<file path="src/rtl/chan_scan_if.sv">
// Channel scan sequencer control/status bundle.
// master drives the control side, slave is the sequencer.
interface chan_scan_if #(
  parameter int DWELL_W = 8
);
  logic               start;
  logic               stop;
  logic               continuous;
  logic [15:0]        chan_mask;
  logic [DWELL_W-1:0] dwell;
  logic [3:0]         sel;
  logic               sel_valid;
  logic               chan_tick;
  logic               busy;
  logic               done;

  modport master (
    output start, stop, continuous,
    output chan_mask, dwell,
    input  sel, sel_valid, chan_tick,
    input  busy, done
  );

  modport slave (
    input  start, stop, continuous,
    input  chan_mask, dwell,
    output sel, sel_valid, chan_tick,
    output busy, done
  );
endinterface

</file>
<file path="src/rtl/chan_scan_sequencer.sv">
// Ascending channel scanner driving a 4-to-16 decoder select,
// with per-channel dwell, single-pass or wrap-around modes.
module chan_scan_sequencer #(
  parameter int DWELL_W = 8
) (
  input logic      clk,
  input logic      rst_n,
  chan_scan_if.slave bus
);

  typedef enum logic [1:0] {
    IDLE,
    SEEK,
    DWELL,
    DONE
  } state_t;

  state_t             state_q, state_d;
  logic [15:0]        mask_q, mask_d;
  logic [DWELL_W-1:0] dw_q, dw_d;
  logic [DWELL_W-1:0] cnt_q, cnt_d;
  logic               cont_q, cont_d;
  logic [3:0]         ptr_q, ptr_d;
  logic               end_q, end_d;
  logic [3:0]         sel_q, sel_d;
  logic               valid_q, valid_d;
  logic               tick_q, tick_d;
  logic               busy_q, busy_d;
  logic               done_q, done_d;

  logic               hit;
  logic [3:0]         hit_idx;
  logic [3:0]         low_idx;

  // Lowest enabled channel at/above ptr, and lowest overall for wrap.
  always_comb begin
    hit     = 1'b0;
    hit_idx = 4'd0;
    low_idx = 4'd0;
    for (int i = 15; i >= 0; i--) begin
      if (mask_q[i]) begin
        low_idx = 4'(i);
        if (4'(i) >= ptr_q) begin
          hit     = 1'b1;
          hit_idx = 4'(i);
        end
      end
    end
  end

  always_ff @(posedge clk or negedge rst_n) begin
    if (!rst_n) begin
      state_q <= IDLE;
      mask_q  <= '0;
      dw_q    <= '0;
      cnt_q   <= '0;
      cont_q  <= 1'b0;
      ptr_q   <= '0;
      end_q   <= 1'b0;
      sel_q   <= '0;
      valid_q <= 1'b0;
      tick_q  <= 1'b0;
      busy_q  <= 1'b0;
      done_q  <= 1'b0;
    end else begin
      state_q <= state_d;
      mask_q  <= mask_d;
      dw_q    <= dw_d;
      cnt_q   <= cnt_d;
      cont_q  <= cont_d;
      ptr_q   <= ptr_d;
      end_q   <= end_d;
      sel_q   <= sel_d;
      valid_q <= valid_d;
      tick_q  <= tick_d;
      busy_q  <= busy_d;
      done_q  <= done_d;
    end
  end

  always_comb begin
    state_d = state_q;
    mask_d  = mask_q;
    dw_d    = dw_q;
    cnt_d   = cnt_q;
    cont_d  = cont_q;
    ptr_d   = ptr_q;
    end_d   = end_q;
    sel_d   = sel_q;
    if (bus.stop && state_q != IDLE) begin
      state_d = IDLE;
    end else begin
      unique case (state_q)
        IDLE: begin
          if (bus.start) begin
            mask_d  = bus.chan_mask;
            dw_d    = bus.dwell;
            cont_d  = bus.continuous;
            ptr_d   = 4'd0;
            end_d   = 1'b0;
            state_d = (|bus.chan_mask) ? SEEK : DONE;
          end
        end
        SEEK: begin
          if (hit && !end_q) begin
            sel_d   = hit_idx;
            cnt_d   = '0;
            state_d = DWELL;
          end else if (cont_q) begin
            sel_d   = low_idx;
            cnt_d   = '0;
            state_d = DWELL;
          end else begin
            state_d = DONE;
          end
        end
        DWELL: begin
          if (cnt_q == dw_q) begin
            ptr_d   = sel_q + 4'd1;
            // ptr wraps past 15; the flag remembers the pass is over.
            end_d   = (sel_q == 4'd15) && !cont_q;
            state_d = SEEK;
          end else begin
            cnt_d = cnt_q + 1'b1;
          end
        end
        DONE: begin
          state_d = IDLE;
        end
      endcase
    end
  end

  always_comb begin
    valid_d = (state_d == DWELL);
    tick_d  = (state_d == DWELL) && (state_q == SEEK);
    busy_d  = (state_d != IDLE);
    done_d  = (state_d == DONE);
  end

  assign bus.sel       = sel_q;
  assign bus.sel_valid = valid_q;
  assign bus.chan_tick = tick_q;
  assign bus.busy      = busy_q;
  assign bus.done      = done_q;

endmodule

</file>
<file path="src/flat_wrapper.sv">
// flat-port wrapper written by rule: the top's interface ports become plain ports
module chan_scan_sequencer_flat 
#(
  parameter int DWELL_W = 8
)
  (clk, rst_n, bus_start, bus_stop, bus_continuous, bus_chan_mask, bus_dwell, bus_sel, bus_sel_valid, bus_chan_tick, bus_busy, bus_done);
  chan_scan_if #(.DWELL_W(DWELL_W)) bus_i ();
  input logic clk;
  input logic rst_n;
  input wire logic [$bits(bus_i.start)-1:0] bus_start;
  input wire logic [$bits(bus_i.stop)-1:0] bus_stop;
  input wire logic [$bits(bus_i.continuous)-1:0] bus_continuous;
  input wire logic [$bits(bus_i.chan_mask)-1:0] bus_chan_mask;
  input wire logic [$bits(bus_i.dwell)-1:0] bus_dwell;
  output wire logic [$bits(bus_i.sel)-1:0] bus_sel;
  output wire logic [$bits(bus_i.sel_valid)-1:0] bus_sel_valid;
  output wire logic [$bits(bus_i.chan_tick)-1:0] bus_chan_tick;
  output wire logic [$bits(bus_i.busy)-1:0] bus_busy;
  output wire logic [$bits(bus_i.done)-1:0] bus_done;
  assign bus_i.start = bus_start;
  assign bus_i.stop = bus_stop;
  assign bus_i.continuous = bus_continuous;
  assign bus_i.chan_mask = bus_chan_mask;
  assign bus_i.dwell = bus_dwell;
  assign bus_sel = bus_i.sel;
  assign bus_sel_valid = bus_i.sel_valid;
  assign bus_chan_tick = bus_i.chan_tick;
  assign bus_busy = bus_i.busy;
  assign bus_done = bus_i.done;
  chan_scan_sequencer #(.DWELL_W(DWELL_W)) u_core (.clk(clk), .rst_n(rst_n), .bus(bus_i));
endmodule
</file>
<file path="config.mk">
export PLATFORM = sky130hd
export DESIGN_NAME = chan_scan_sequencer_flat
export DESIGN_NICKNAME = d
export VERILOG_FILES = /design/src/rtl/chan_scan_if.sv /design/src/rtl/chan_scan_sequencer.sv /design/src/flat_wrapper.sv
export SDC_FILE = /design/constraint.sdc
export NUM_CORES = 1
export LEC_CHECK = 0
export CORE_MARGIN = 5
export CORE_UTILIZATION = 45
export DETAILED_ROUTE_END_ITERATION = 16
export PLACE_DENSITY = 0.77
export SLEW_MARGIN = 20
export SYNTH_ARGS = -nofsm -noshare
export SYNTH_HDL_FRONTEND = slang
export SYNTH_SLANG_ARGS = --single-unit
</file>
<file path="constraint.sdc">
create_clock -name clk -period 2.8 [get_ports clk]
set_clock_uncertainty 0.1 [all_clocks]
set_input_delay 0.56 -clock clk [delete_from_list [all_inputs] [get_ports clk]]
set_output_delay 0.56 -clock clk [all_outputs]
set_load 0.01 [all_outputs]
</file>
# Word level (Yosys, flattened, before mapping)
# Cells that the tools add are included.
# Widths: inputs -> output; s select.
totals:
  regBits: 48
  input_bits: 29
  out_inout_bits: 8
op_classes:
  n_addsub: 2
  order_cmp: 16
  n_eq_ne: 11
  n_mux: 99
  bitwise: 1
  n_reduce_logical: 17
ops:
  columns: ["operator", "n"]
  rows:
  - ["$mux 4", 52]
  - ["$mux 1", 35]
  - ["$ge 4x4->1 const A", 8]
  - ["$mux 8", 3]
  - ["$ge 3x4->1 const A", 4]
  - ["$pmux 8 s2", 1]
  - ["$reduce_or 16->1", 1]
  - ["$mux 2", 5]
  - ["$reduce_bool 2->1", 5]
  - ["$add 8x1->8 const B", 1]
  - ["$eq 2x2->1 const B", 4]
  - ["$eq 8x8->1", 1]
  - ["$ge 1x4->1 const A", 2]
  - ["$ge 2x4->1 const A", 2]
  - ["$pmux 2 s4", 1]
  - ["$pmux 4 s2", 1]
  - ["$reduce_and 4->1", 2]
  - ["$reduce_and 3->1", 2]
  - ["$add 4x1->4 const B", 1]
  - ["$eq 4x4->1 const B", 1]
  - ["$logic_and 1x1->1", 4]
  - ["$ne 2x2->1 const B", 2]
  - ["$ne 3x1->1 const B", 1]
  - ["$eq 2x1->1 const B", 1]
  - ["5 further kinds", 6]

# Depth between registers and ports, before layout
depth:
  depth_word: 39
  ltp_mapped: 10
  ltp_nobuf: 8

# Worst setup path before layout
# OpenSTA, ideal clock, no wires.
synth_path:
  kind: "register -> register"
  start: "reg u_core.mask_q[2]"
  end: "reg u_core.cnt_q[6]"
  setup_time_ps: 119
  arrival_ps: 1919
  required_ps: 2581
  path_slack_ps: 662
  stages_incl_launch_ff: 8
  n_path_buf: 1
  period_less_slack_ps: 2138
  cell_sequence: "dfrtp_1 a21boi_0 o21ai_0 a41oi_4 o31ai_2 buf_4 mux2i_1 nand2_1"
synth_between:
  elab_chain_cells: 8
synth_rtl:
  columns: ["item", "line_no", "rtl"]
  rows:
  - ["from (decl)", "chan_scan_sequencer.sv:19", "logic [15:0] mask_q, mask_d;"]
  - ["from (signal assigned)", "chan_scan_sequencer.sv:67", "mask_q <= mask_d;"]
  - ["$mux 1 (*)", "chan_scan_sequencer.sv:41", "if (mask_q[i]) begin"]
  - ["$mux 1", "chan_scan_sequencer.sv:43", "if (4'(i) >= ptr_q) begin"]
  - ["$mux 1 (*)", "chan_scan_sequencer.sv:41", null]
  - ["$mux 1", "chan_scan_sequencer.sv:43", null]
  - ["$mux 1 (*)", "chan_scan_sequencer.sv:41", null]
  - ["$logic_and 1x1->1 (*)", "chan_scan_sequencer.sv:105", "if (hit && !end_q) begin"]
  - ["$ne 3x1->1 (no source line) or $mux 8 (tied branches)", null, null]
  - ["$reduce_and 4->1 (no source line) or $pmux 8 s2 (tied branches)", null, null]
  - ["to (signal assigned)", "chan_scan_sequencer.sv:69", "cnt_q <= cnt_d;"]
  - ["to (decl)", "chan_scan_sequencer.sv:21", "logic [DWELL_W-1:0] cnt_q, cnt_d;"]
# Mark *: on every way between the ends. The rest lies on a longest branch, timed or not.
# A chain may end at the register's enable or synchronous reset.

# Final worst setup path
layout_path:
  start: "reg u_core.ptr_q[3]"
  end: "reg u_core.cnt_q[0]"
layout_between:
  elab_chain_cells: 36
layout_rtl:
  columns: ["item", "line_no", "rtl"]
  rows:
  - ["from (decl)", "chan_scan_sequencer.sv:23", "logic [3:0] ptr_q, ptr_d;"]
  - ["from (signal assigned)", "chan_scan_sequencer.sv:71", "ptr_q <= ptr_d;"]
  - ["$ge 4x4->1", "chan_scan_sequencer.sv:43", null]
  - ["$mux 1", "chan_scan_sequencer.sv:43", null]
  - ["$mux 1", "chan_scan_sequencer.sv:41", null]
  - ["$mux 1", "chan_scan_sequencer.sv:43", null]
  - ["$mux 1", "chan_scan_sequencer.sv:41", null]
  - ["$mux 1", "chan_scan_sequencer.sv:43", null]
  - ["$mux 1", "chan_scan_sequencer.sv:41", null]
  - ["$mux 1", "chan_scan_sequencer.sv:43", null]
  - ["[... 20 more ...]", null, null]
  - ["$mux 1", "chan_scan_sequencer.sv:41", null]
  - ["$mux 1", "chan_scan_sequencer.sv:43", null]
  - ["$mux 1", "chan_scan_sequencer.sv:41", null]
  - ["$mux 1", "chan_scan_sequencer.sv:43", null]
  - ["$mux 1 (*)", "chan_scan_sequencer.sv:41", null]
  - ["$logic_and 1x1->1 (*)", "chan_scan_sequencer.sv:105", null]
  - ["$ne 3x1->1 (no source line) or $mux 8 (tied branches)", null, null]
  - ["$reduce_and 4->1 (no source line) or $pmux 8 s2 (tied branches)", null, null]
# Marked as above.

==> flow_summary.ini <==
[outcome]
outcome = completed

[place]
dp.cells = 393
place.port_buffers = 36
place_congestion = 0.8520
post_dp_cell_area_sq_mm = 0.003313
dp_hpwl_mm = 5.026

[synthesis]
synth_edf_count = 0
synthAdderAreaFrac_pct = 2.166
yosysSeqAreaShare_pct = 41.59
yosysUniqueCellTypes = 57
synth_largest_area_cell = dfrtp_1
synthMuxAreaShare_pct = 13.39
synth_top_family_by_area = compound AO/OA/AOI/OAI gates
yosysWarnings = 0
synth-simple-area-share_pct = 17.68
syn_area_sq_mm = 0.002888
avgSynthCellArea_sq_um = 10.06
synthCells = 287
ys_ff_latch = 48
async_reset_ff_share_pct = 100.0
synth_fp_nets = 321
synthXorXnorAreaFrac_pct = 3.033
synth_compound_area_share_pct = 18.37
synthFlopType = dfrtp_1
ys_top_cells_by_area = dfrtp_1, mux2_2, nand2_1
synth_top_area_share_pct = 41.59

[floorplanning]
ioPinCount = 37
core_sq_mm = 0.006314
start_util_pct = 45.74
die_x_um = 90.11
dieHeight_um = 90.11
die_area_sq_mm = 0.008119
row_count = 29

[timing]
drv_slew = 0
worstMarginPinSlew_ps = 590.1
fmax_mhz = 390.7
rsz0062_at_grt = no
max_slew_margin_pct = 60.30
hold_violations = 0
finalCriticalPeriod_ps = 2560
setup_viol = 0
fin_tns_setup_ps = 0
period_share_pct = 91.42

[routing]
first_pass_iters = 5
detail_route.wl_per_cell_um = 16.63
antenna_left = 0
drc = 0
wirelength_mm = 6.667
viasPerCell = 6.080
dr.first_iter.drc_count = 339
dr_total_vias = 2438

[critical_path]
r2r-end = u_core.cnt_q[0]$_DFFE_PN0P_
cp-start-kind = flip-flop
rr_worst_depth = 7
timing.rr.start = u_core.ptr_q[3]$_DFFE_PN0P_
required_ps = 2890
cp_max_fo = 18
crit_arrival_ps = 2650
crit_chain = a21boi_0 > o21ai_0 > a41oi_2 > o31ai_2 > buf_4 > nor2_1 > mux2_2
endpoint_kind = flip-flop
critPathTopFamily = compound AO/OA/AOI/OAI gates
worstSetupPathType = reg2reg
reg2reg_slack_ps = 240
crit_buf_inv = 1
slowest_delay_ps = 640
cp_slowest_cell = dfrtp_1

[clock_network]
numCtsBuffers = 5
clock_latency_ps = 300
htree_levels = 2
cts_setup_buffers = 0
clock_sinks = 48
clk_pin_slew_worst_paths_ps = 90
ctsRootBufferMaster = clkbuf_8
cts_tree = yes
clock_path_buffers = 2

[final_layout]
fin_area_sq_mm = 0.003408
insertedDiodeCount = 0
layout_commonest_cell = dfrtp_1
fillers = 555
drive_gt1_share_pct = 16.67
mostFrequentLayoutCells = dfrtp_1, clkdlybuf4s50_1, mux2_2
syn2layout_area_growth_pct = 18.02
instances_no_fill = 401
nets = 357

[pwr]
p_per_area_mw_per_mm2 = 1008
vdd_ir_drop_max_mv = 0.5199
leakage_nw = 1.417

[grt]
grt_util_all_layers_pct = 17.25
grt_pass1_wl_mm = 11.78
grt_start_max_net_pins = 29
antenna_found_initial = 0
grt.overflow.total = 0
grt_pass1_vias = 2409

[job]
drv_cap = 0

[hold_path]
worstHoldPathType = in2async
-- through the flow --
| stage | util [%] | hold WS [ps] | setup slack (ps) | power, mW |
|---|---|---|---|---|
| after floorplan | - | 164.4 | 661.8 | 2.489 |
| after global placement | 52.48 | 400.2 | 397.0 | 2.964 |
| after detailed placement | 52.48 | 399.9 | 262.0 | 3.002 |
| after CTS | 53.88 | 103.3 | 235.0 | 3.422 |
| after global routing | 53.98 | 125.6 | 14.90 | 3.697 |
| final | 53.98 | 90.38 | 240.2 | 3.434 |
-- area by class of cell --
type	count	area, sq um	area share [%]
multi-input combinational	215	1584	46.48
sequential	48	1201	35.24
timing repair buffer	41	392.9	11.53
tap	77	96.34	2.827
clock buffer	6	72.57	2.129
inverter	12	45.04	1.322
clock inverter	2	16.27	0.4772
-- registers in the layout, indices dropped and copies added (netlist names) --
name	count
u_core.bus.chan_tick	1
u_core.ptr_q	4
u_core.end_q	1
u_core.bus.sel_valid	1
u_core.dw_q	8
u_core.bus.done	1
u_core.bus.busy	1
u_core.state_q	2
u_core.cnt_q	8
u_core.cont_q	1
u_core.bus.sel	4
u_core.mask_q	16
-- report_power, final --
| part | switching, mW | leakage, nW | internal [mW] | total, mW |
|---|---|---|---|---|
| sequential | 0.390 | 0.600 | 0.963 | 1.35 |
| clock | 0.237 | 0.0414 | 0.178 | 0.415 |
| combinational | 0.836 | 0.776 | 0.831 | 1.67 |
-- synthesized netlist by cell type (3+ instances only) --
| library cell | instances |
|---|---|
| dfrtp_1 | 48 |
| mux2_2 | 29 |
| nand2_1 | 25 |
| nor2_1 | 18 |
| nand3_1 | 14 |
| inv_1 | 12 |
| nor4_1 | 11 |
| a21oi_1 | 10 |
| nor3_1 | 8 |
| o21ai_0 | 8 |
| xor2_1 | 8 |
| mux2i_1 | 6 |
| o211ai_1 | 6 |
| a21boi_0 | 5 |
| ha_1 | 5 |
| o31ai_1 | 5 |
| buf_2 | 4 |
| clkbuf_1 | 4 |
| nand4_1 | 4 |
| a221oi_1 | 3 |
| a31oi_1 | 3 |
| and3_1 | 3 |
-- metal layers --
metal	GRT usage, %	vias to the layer above	part of all wire, %
li1	-	1137	-
met1	24.97	1180	47
met2	25.85	102	45
met3	3.172	19	6.2
met4	5.955	0	1.9
met5	0	-	0
-- cells by family after synthesis --
family	count (synthesis)
xor+xnor	10
flops	48
simple gates	99
mux	35
compound gates	66
fa+ha+maj	5
buf+inv	24
-- how the worst max path moves through the flow --
stage	slack, ps	startpoint	cells past startpoint	end
3_5_place_dp	260	u_core.ptr_q[3]$_DFFE_PN0P_	6	u_core.bus.sel[0]$_DFFE_PN0P_
5_1_grt	10	u_core.ptr_q[3]$_DFFE_PN0P_	7	u_core.cnt_q[0]$_DFFE_PN0P_
2_1_floorplan	660	u_core.mask_q[2]$_DFFE_PN0P_	7	u_core.cnt_q[6]$_DFFE_PN0P_
6_report	240	u_core.ptr_q[3]$_DFFE_PN0P_	7	u_core.cnt_q[0]$_DFFE_PN0P_
3_3_place_gp	400	u_core.ptr_q[3]$_DFFE_PN0P_	7	u_core.cnt_q[0]$_DFFE_PN0P_
4_1_cts	230	u_core.ptr_q[3]$_DFFE_PN0P_	6	u_core.bus.sel[0]$_DFFE_PN0P_
-- repair_timing --
action	4_1_cts	5_1_grt
setup endpoints to repair	0	3
hold buffers	0	0
resized for setup	0	1
Note: power is estimated with default switching activity, not from simulation.
